**src/rtl/btn_pkg.sv**
```systemverilog
// Shared definitions for the push-button debouncer: channel FSM encoding and helpers.
package btn_pkg;

  localparam int BTN_STATE_W = 2;

  typedef enum logic [BTN_STATE_W-1:0] {
    ST_IDLE         = 2'd0,
    ST_PRESS_WAIT   = 2'd1,
    ST_PRESSED      = 2'd2,
    ST_RELEASE_WAIT = 2'd3
  } btn_state_e;

  function automatic int btn_max(input int a, input int b);
    return (a > b) ? a : b;
  endfunction

endpackage

```
**src/rtl/btn_debounce_ch.sv**
```systemverilog
// One debounce channel: tick-qualified FSM, saturating stability counter, level/pulse outputs.
// Optional auto-repeat of the press pulse when BTN_DEBOUNCE_AUTO_REPEAT_EN is defined.
module btn_debounce_ch
  import btn_pkg::*;
#(
  parameter int STABLE_CNT    = 4,
  parameter int REPEAT_DELAY  = 50,
  parameter int REPEAT_PERIOD = 10
) (
  input  logic clk,
  input  logic rst,
  input  logic tick_i,
  input  logic s_i,
  output logic level_o,
  output logic press_o,
  output logic release_o
);

  localparam int CNT_W = $clog2(STABLE_CNT + 1);
  localparam logic [CNT_W-1:0] CNT_TOP = CNT_W'(STABLE_CNT);
  localparam logic [CNT_W-1:0] CNT_ONE = CNT_W'(1);

  btn_state_e     state_q, state_d;
  logic [CNT_W-1:0] cnt_q, cnt_d;
  logic level_q, level_d;
  logic press_q, press_d;
  logic release_q, release_d;
  logic rep_fire;

  function automatic logic [CNT_W-1:0] cnt_sat_inc(input logic [CNT_W-1:0] v);
    return (v >= CNT_TOP) ? CNT_TOP : v + CNT_ONE;
  endfunction

`ifdef BTN_DEBOUNCE_AUTO_REPEAT_EN
  localparam int REP_W = $clog2(btn_max(REPEAT_DELAY, REPEAT_PERIOD) + 1);
  logic [REP_W-1:0] rep_q, rep_d, rep_inc;
  logic rep_ph_q, rep_ph_d;
`else
  localparam int unused_rep_cfg = REPEAT_DELAY + REPEAT_PERIOD;
`endif

  always_ff @(posedge clk or posedge rst) begin
    if (rst) begin
      state_q   <= ST_IDLE;
      cnt_q     <= '0;
      level_q   <= 1'b0;
      press_q   <= 1'b0;
      release_q <= 1'b0;
`ifdef BTN_DEBOUNCE_AUTO_REPEAT_EN
      rep_q     <= '0;
      rep_ph_q  <= 1'b0;
`endif
    end else begin
      state_q   <= state_d;
      cnt_q     <= cnt_d;
      level_q   <= level_d;
      press_q   <= press_d;
      release_q <= release_d;
`ifdef BTN_DEBOUNCE_AUTO_REPEAT_EN
      rep_q     <= rep_d;
      rep_ph_q  <= rep_ph_d;
`endif
    end
  end

  always_comb begin
    state_d = state_q;
    cnt_d   = cnt_q;
    if (tick_i) begin
      case (state_q)
        ST_IDLE: begin
          if (s_i) begin
            if (STABLE_CNT == 1) begin
              state_d = ST_PRESSED;
            end else begin
              state_d = ST_PRESS_WAIT;
              cnt_d   = CNT_ONE;
            end
          end
        end
        ST_PRESS_WAIT: begin
          if (!s_i) begin
            state_d = ST_IDLE;
            cnt_d   = '0;
          end else if (cnt_sat_inc(cnt_q) >= CNT_TOP) begin
            state_d = ST_PRESSED;
            cnt_d   = '0;
          end else begin
            cnt_d   = cnt_sat_inc(cnt_q);
          end
        end
        ST_PRESSED: begin
          if (!s_i) begin
            if (STABLE_CNT == 1) begin
              state_d = ST_IDLE;
            end else begin
              state_d = ST_RELEASE_WAIT;
              cnt_d   = CNT_ONE;
            end
          end
        end
        default: begin
          // A bounce back to 1 during release returns to PRESSED without a new press pulse
          if (s_i) begin
            state_d = ST_PRESSED;
            cnt_d   = '0;
          end else if (cnt_sat_inc(cnt_q) >= CNT_TOP) begin
            state_d = ST_IDLE;
            cnt_d   = '0;
          end else begin
            cnt_d   = cnt_sat_inc(cnt_q);
          end
        end
      endcase
    end
  end

`ifdef BTN_DEBOUNCE_AUTO_REPEAT_EN
  // Repeat counter only runs while PRESSED persists; entry or exit restarts the delay phase
  always_comb begin
    rep_d    = rep_q;
    rep_ph_d = rep_ph_q;
    rep_fire = 1'b0;
    rep_inc  = rep_q + REP_W'(1);
    if ((state_q != ST_PRESSED) || (state_d != ST_PRESSED)) begin
      rep_d    = '0;
      rep_ph_d = 1'b0;
    end else if (tick_i) begin
      if (rep_inc == (rep_ph_q ? REP_W'(REPEAT_PERIOD) : REP_W'(REPEAT_DELAY))) begin
        rep_fire = 1'b1;
        rep_d    = '0;
        rep_ph_d = 1'b1;
      end else begin
        rep_d    = rep_inc;
      end
    end
  end
`else
  assign rep_fire = 1'b0;
`endif

  always_comb begin
    level_d   = (state_d == ST_PRESSED) || (state_d == ST_RELEASE_WAIT);
    press_d   = (level_d & ~level_q) | rep_fire;
    release_d = ~level_d & level_q;
  end

  assign level_o   = level_q;
  assign press_o   = press_q;
  assign release_o = release_q;

endmodule

```
**src/rtl/btn_debounce.sv**
```systemverilog
// N_BTN-channel button debouncer clocked by a rising-edge tick of clkdiv[TICK_BIT].
// Build option: define BTN_DEBOUNCE_AUTO_REPEAT_EN for auto-repeating press pulses.
module btn_debounce
  import btn_pkg::*;
#(
  parameter int N_BTN         = 4,
  parameter int TICK_BIT      = 17,
  parameter int STABLE_CNT    = 4,
  parameter int ACTIVE_LOW    = 0,
  parameter int REPEAT_DELAY  = 50,
  parameter int REPEAT_PERIOD = 10
) (
  input  logic             clk,
  input  logic             rst,
  input  logic [31:0]      clkdiv,
  input  logic [N_BTN-1:0] btn_in,
  output logic [N_BTN-1:0] btn_level,
  output logic [N_BTN-1:0] btn_press,
  output logic [N_BTN-1:0] btn_release
);

  logic             prev_q;
  logic             tick;
  logic [N_BTN-1:0] raw;
  logic [N_BTN-1:0] sync1_q, sync2_q;
  logic             unused_clkdiv;

  assign unused_clkdiv = ^clkdiv;
  assign raw  = (ACTIVE_LOW != 0) ? ~btn_in : btn_in;
  assign tick = clkdiv[TICK_BIT] & ~prev_q;

  always_ff @(posedge clk or posedge rst) begin
    if (rst) begin
      prev_q  <= 1'b0;
      sync1_q <= '0;
      sync2_q <= '0;
    end else begin
      prev_q  <= clkdiv[TICK_BIT];
      sync1_q <= raw;
      sync2_q <= sync1_q;
    end
  end

  for (genvar gi = 0; gi < N_BTN; gi++) begin : g_ch
    btn_debounce_ch #(
      .STABLE_CNT   (STABLE_CNT),
      .REPEAT_DELAY (REPEAT_DELAY),
      .REPEAT_PERIOD(REPEAT_PERIOD)
    ) u_ch (
      .clk      (clk),
      .rst      (rst),
      .tick_i   (tick),
      .s_i      (sync2_q[gi]),
      .level_o  (btn_level[gi]),
      .press_o  (btn_press[gi]),
      .release_o(btn_release[gi])
    );
  end

endmodule

```
**config.mk**
```make
export PLATFORM = sky130hd
export DESIGN_NAME = btn_debounce
export DESIGN_NICKNAME = d
export VERILOG_FILES = /design/src/rtl/btn_pkg.sv /design/src/rtl/btn_debounce_ch.sv /design/src/rtl/btn_debounce.sv
export SDC_FILE = /design/constraint.sdc
export NUM_CORES = 1
export LEC_CHECK = 0
export CORE_UTILIZATION = 47
export DETAILED_ROUTE_END_ITERATION = 6
export GPL_TIMING_DRIVEN = 0
export PLACE_DENSITY = 0.84
export SLEW_MARGIN = 20
export SYNTH_ARGS = -nofsm -noshare
export SYNTH_HDL_FRONTEND = slang
export SYNTH_SLANG_ARGS = --single-unit
export TNS_END_PERCENT = 100
```
**constraint.sdc**
```tcl
create_clock -name clk -period 1.4 [get_ports clk]
set_input_delay 0.28 -clock clk [delete_from_list [all_inputs] [get_ports clk]]
set_output_delay 0.28 -clock clk [all_outputs]
set_load 0.02 [all_outputs]
```
==> metrics.md <==
| Metric | Value |
|---|---|
| Met2 Routed Length | `1.33 mm` |
| Slew at the pin closest to its max-slew limit | `0.289 ns` |
| Fmax | `between 0.7 and 0.8 GHz` |
| Slew headroom | `0.807` |
| Routed length per instance | `roughly 12 um` |
| Cell Area, Synth | `1840 sq um` |
| Final setup violation count | `0` |
| Via count | `1178` |
| Drt first pass iters | `4` |
| Commonest cells in the netlist | `41 x dfrtp_1, 13 x buf_4, 13 x nand2_1` |
| Yosys warnings | `0` |
| Hold Crit Class | `in2async` |
| Worst IR drop on VDD | `0.902 mV` |
| Worst Path Buf+Inv | `2` |
| CTS root buffer | `clkbuf_8` |
| Global-route wire length before repair | `5.18 mm` |
| Predominant post-synthesis flop cell | `dfrtp_1` |
| Final core occ | `0.593` |
| Critical Path End Type | `primary output` |
| Vias in the first global route | `1160` |
| Htree depth | `2` |
| Die height | `around 65 um` |
| Static leakage | `1.06 nW` |
| Worst setup SP type | `flip-flop` |
| Crit path depth | `2` |
| Post-Route WL | `2.82 mm` |
| Total GRT Usage | `0.165` |
| Starting Density | `0.496` |
| Highest routing layer actually used | `met4` |
| Arrival @ worst endpoint | `about 1.1 ns` |
| Syn Nets | `208` |
| Sw frac | `0.330` |
| Clk slew on worst S/H paths | `0.07 ns` |
| Synth top area share | `0.557` |
| Syn-to-layout area delta | `19.6%` |
| Mapped Cells | `162` |
| Skew final | `0.00706 ns` |
| Layout cells sized above 1 | `0.190` |
| Antenna diodes | `0` |
| Setup CP Type | `reg2out` |
| Final TNS setup | `0 ns` |
| Clock share of power | `0.230` |
| Final hold vios | `0` |
| CP max stage delay | `between 0.3 and 0.4 ns` |
| Cell taking the most area after synthesis | `dfrtp_1` |
| Wl on met1 | `between 1 and 1.5 mm` |
| Post-place setup slack | `-0.221 ns` |
| Core area | `3720 sq um` |
| Layout Nets | `about 230` |
| Post-synthesis sequential element count | `41` |
| Sw power | `1.39 mW` |
| Post-route minimum period | `about 1.4 ns` |
| Post-route DRC | `0` |
| Post-CTS setup buffers | `0` |
| DIE AREA | `between 4000 and 5000 sq um` |
| Metal3 WL | `slightly below 90 um` |
| CTS tree | `built` |
| Power Dens Cells | `1920 nW/um^2` |
| Area contributors post-synth | `dfrtp_1 56%, ha_1 5.4%, buf_4 5.3%` |
| Post-synth EDFFs | `0` |
| Crit-path cells | `buf_4 -> dlygate4sd2_1` |
| RSZ-0062 raised after global routing | `false` |
| RD Place Congestion | `0.790` |
| FP Rows | `22` |
| Clk_lat worst skew | `~0.29 ns` |
| Die X | `64.6 um` |
| Final period util | `0.979` |
| Port bufs | `18` |
| Sequential share of power | `0.438` |
| Ys async rst share | `1.00` |
| Post-DP HPWL | `1.96 mm` |
| Worst-path cell with the longest stage delay | `dfrtp_1` |
| Final Max Slew Viols | `0` |
| Vias per cell | `around 5.0` |
| Cts bufs inserted | `5` |
| IO Pins | `50` |
| Clock buffer depth | `2` |
| Netlist cell types | `28` |
| Run status | `completed` |
| Max cap viols | `0` |
| Top cell family by delay on the critical path | `buffers and inverters` |
| Sequential area share after synthesis | `0.557` |
| Post-DRT Antenna Nets | `0` |
| DR iter-0 viols | `73` |
| Syn_area_per_cell | `around 11 sq um` |
| Largest net degree at the start of global routing | `36` |
| Final Power | `about 4.2 mW` |
| Crit path required time | `roughly 1.1 ns` |
| Crit path max fanout | `1` |
| Initial antenna violation count | `0` |
| GR Overflow Total | `0` |
| Clk sinks | `41` |
| Worst Setup Slack, final | `0.0293 ns` |
| Most frequent cell after synthesis | `dfrtp_1` |
| Worst R2R Path Depth | `4` |
| P_int | `roughly 2.8 mW` |
| Gate power share | `0.332` |
[state kept, by name, indices dropped and copies added, names as in the netlist]
| signal | count |
|---|---|
| g_ch.u_ch.cnt_q | 12 |
| g_ch.u_ch.level_o | 4 |
| g_ch.u_ch.press_o | 4 |
| g_ch.u_ch.release_o | 4 |
| g_ch.u_ch.state_q | 8 |
| prev_q | 1 |
| sync1_q | 4 |
| sync2_q | 4 |
[layout make-up]
class / instances / area, sq um
Clock inverter: 1 / 30.0
Inverter: 12 / 45.0
Tap cell: 48 / 60.1
Timing Repair Buffer: 19 / 176
Buffer: 15 / 120
Multi-Input combinational cell: 94 / 658
Sequential cell: 41 / 1030
Fill cell: 317 / 1510
Clock buffer: 7 / 86.3
[placed cells by master, fill, tap and decap left out, types with 2 or more instances in the layout]
master,netlist,routed
dfrtp_1,41,41
buf_4,13,14
nand2_1,13,13
inv_1,12,11
ha_1,8,8
o21ai_1,6,7
nand3_1,7,7
nor2_1,7,7
o31ai_1,6,6
nand2b_1,6,6
clkbuf_8,0,6
clkdlybuf4s50_1,0,6
a21oi_1,5,5
dlygate4sd2_1,0,5
xor2_1,4,4
and2_1,4,4
o21ai_2,4,3
mux2i_1,3,3
o311a_1,3,3
a22oi_1,3,3
o2bb2ai_1,3,3
clkdlybuf4s15_1,0,3
clkbuf_2,0,3
buf_6,2,2
mux2_2,2,2
nor3_1,2,2
[per-stage QoR]
| step | area (sq um) | instances | hold WS [ns] |
|---|---|---|---|
| detailed placement | 2100 | 229 | 0.335 |
| global route | 2200 | 237 | 0.189 |
| CTS | 2210 | 237 | 0.184 |
| floorplan | 1840 | 162 | 0.311 |
| global placement | 2080 | 228 | 0.331 |
| finish | 2200 | 237 | 0.191 |
[per-layer routing]
layer,GRT usage,vias to the layer above
met5,0,-
met4,0.0833,0
met3,0.0370,8
met2,0.262,19
met1,0.211,557
li1,-,594
[worst paths after layout]
kind | end | start | slack, ns
worst max-delay path | btn_release[3] | g_ch[3].u_ch.release_o | 0.03
worst min-delay path | g_ch[3].u_ch.state_q[1] | rst | 0.19
max in group asynchronous | g_ch[3].u_ch.release_o | rst | 0.81
worst max register to register | g_ch[1].u_ch.release_o | g_ch[1].u_ch.cnt_q[0] | 0.09
worst min register to register | sync2_q[1] | sync1_q[1] | 0.35
min in group clk | sync2_q[1] | sync1_q[1] | 0.35
[logic make-up after synthesis]
kind of cell,count (synthesis),share of synthesized area
compound gates,33,0.126
xor+xnor,4,0.0190
fa+ha+maj,8,0.0543
buf+inv,27,0.0897
flops,41,0.557
mux,5,0.0285
simple gates,44,0.125
[power by group through the flow]
stage / Combinational [mW] / Clock, mW / Sequential [mW]
final: 1.40 / 0.972 / 1.85
after global placement: 1.46 / 0 / 1.85
after CTS: 1.42 / 0.998 / 1.85
after floorplan: 1.10 / 0 / 1.78
after detailed placement: 1.50 / 0 / 1.87
after global routing: 1.57 / 1.06 / 1.92
[timing repair]
item | in CTS | in global routing
hold buffers | 0 | 0
resized for setup | 16 | 8
endpoints found under the setup margin | 12 | 9
(Power assumes the default switching activity.)
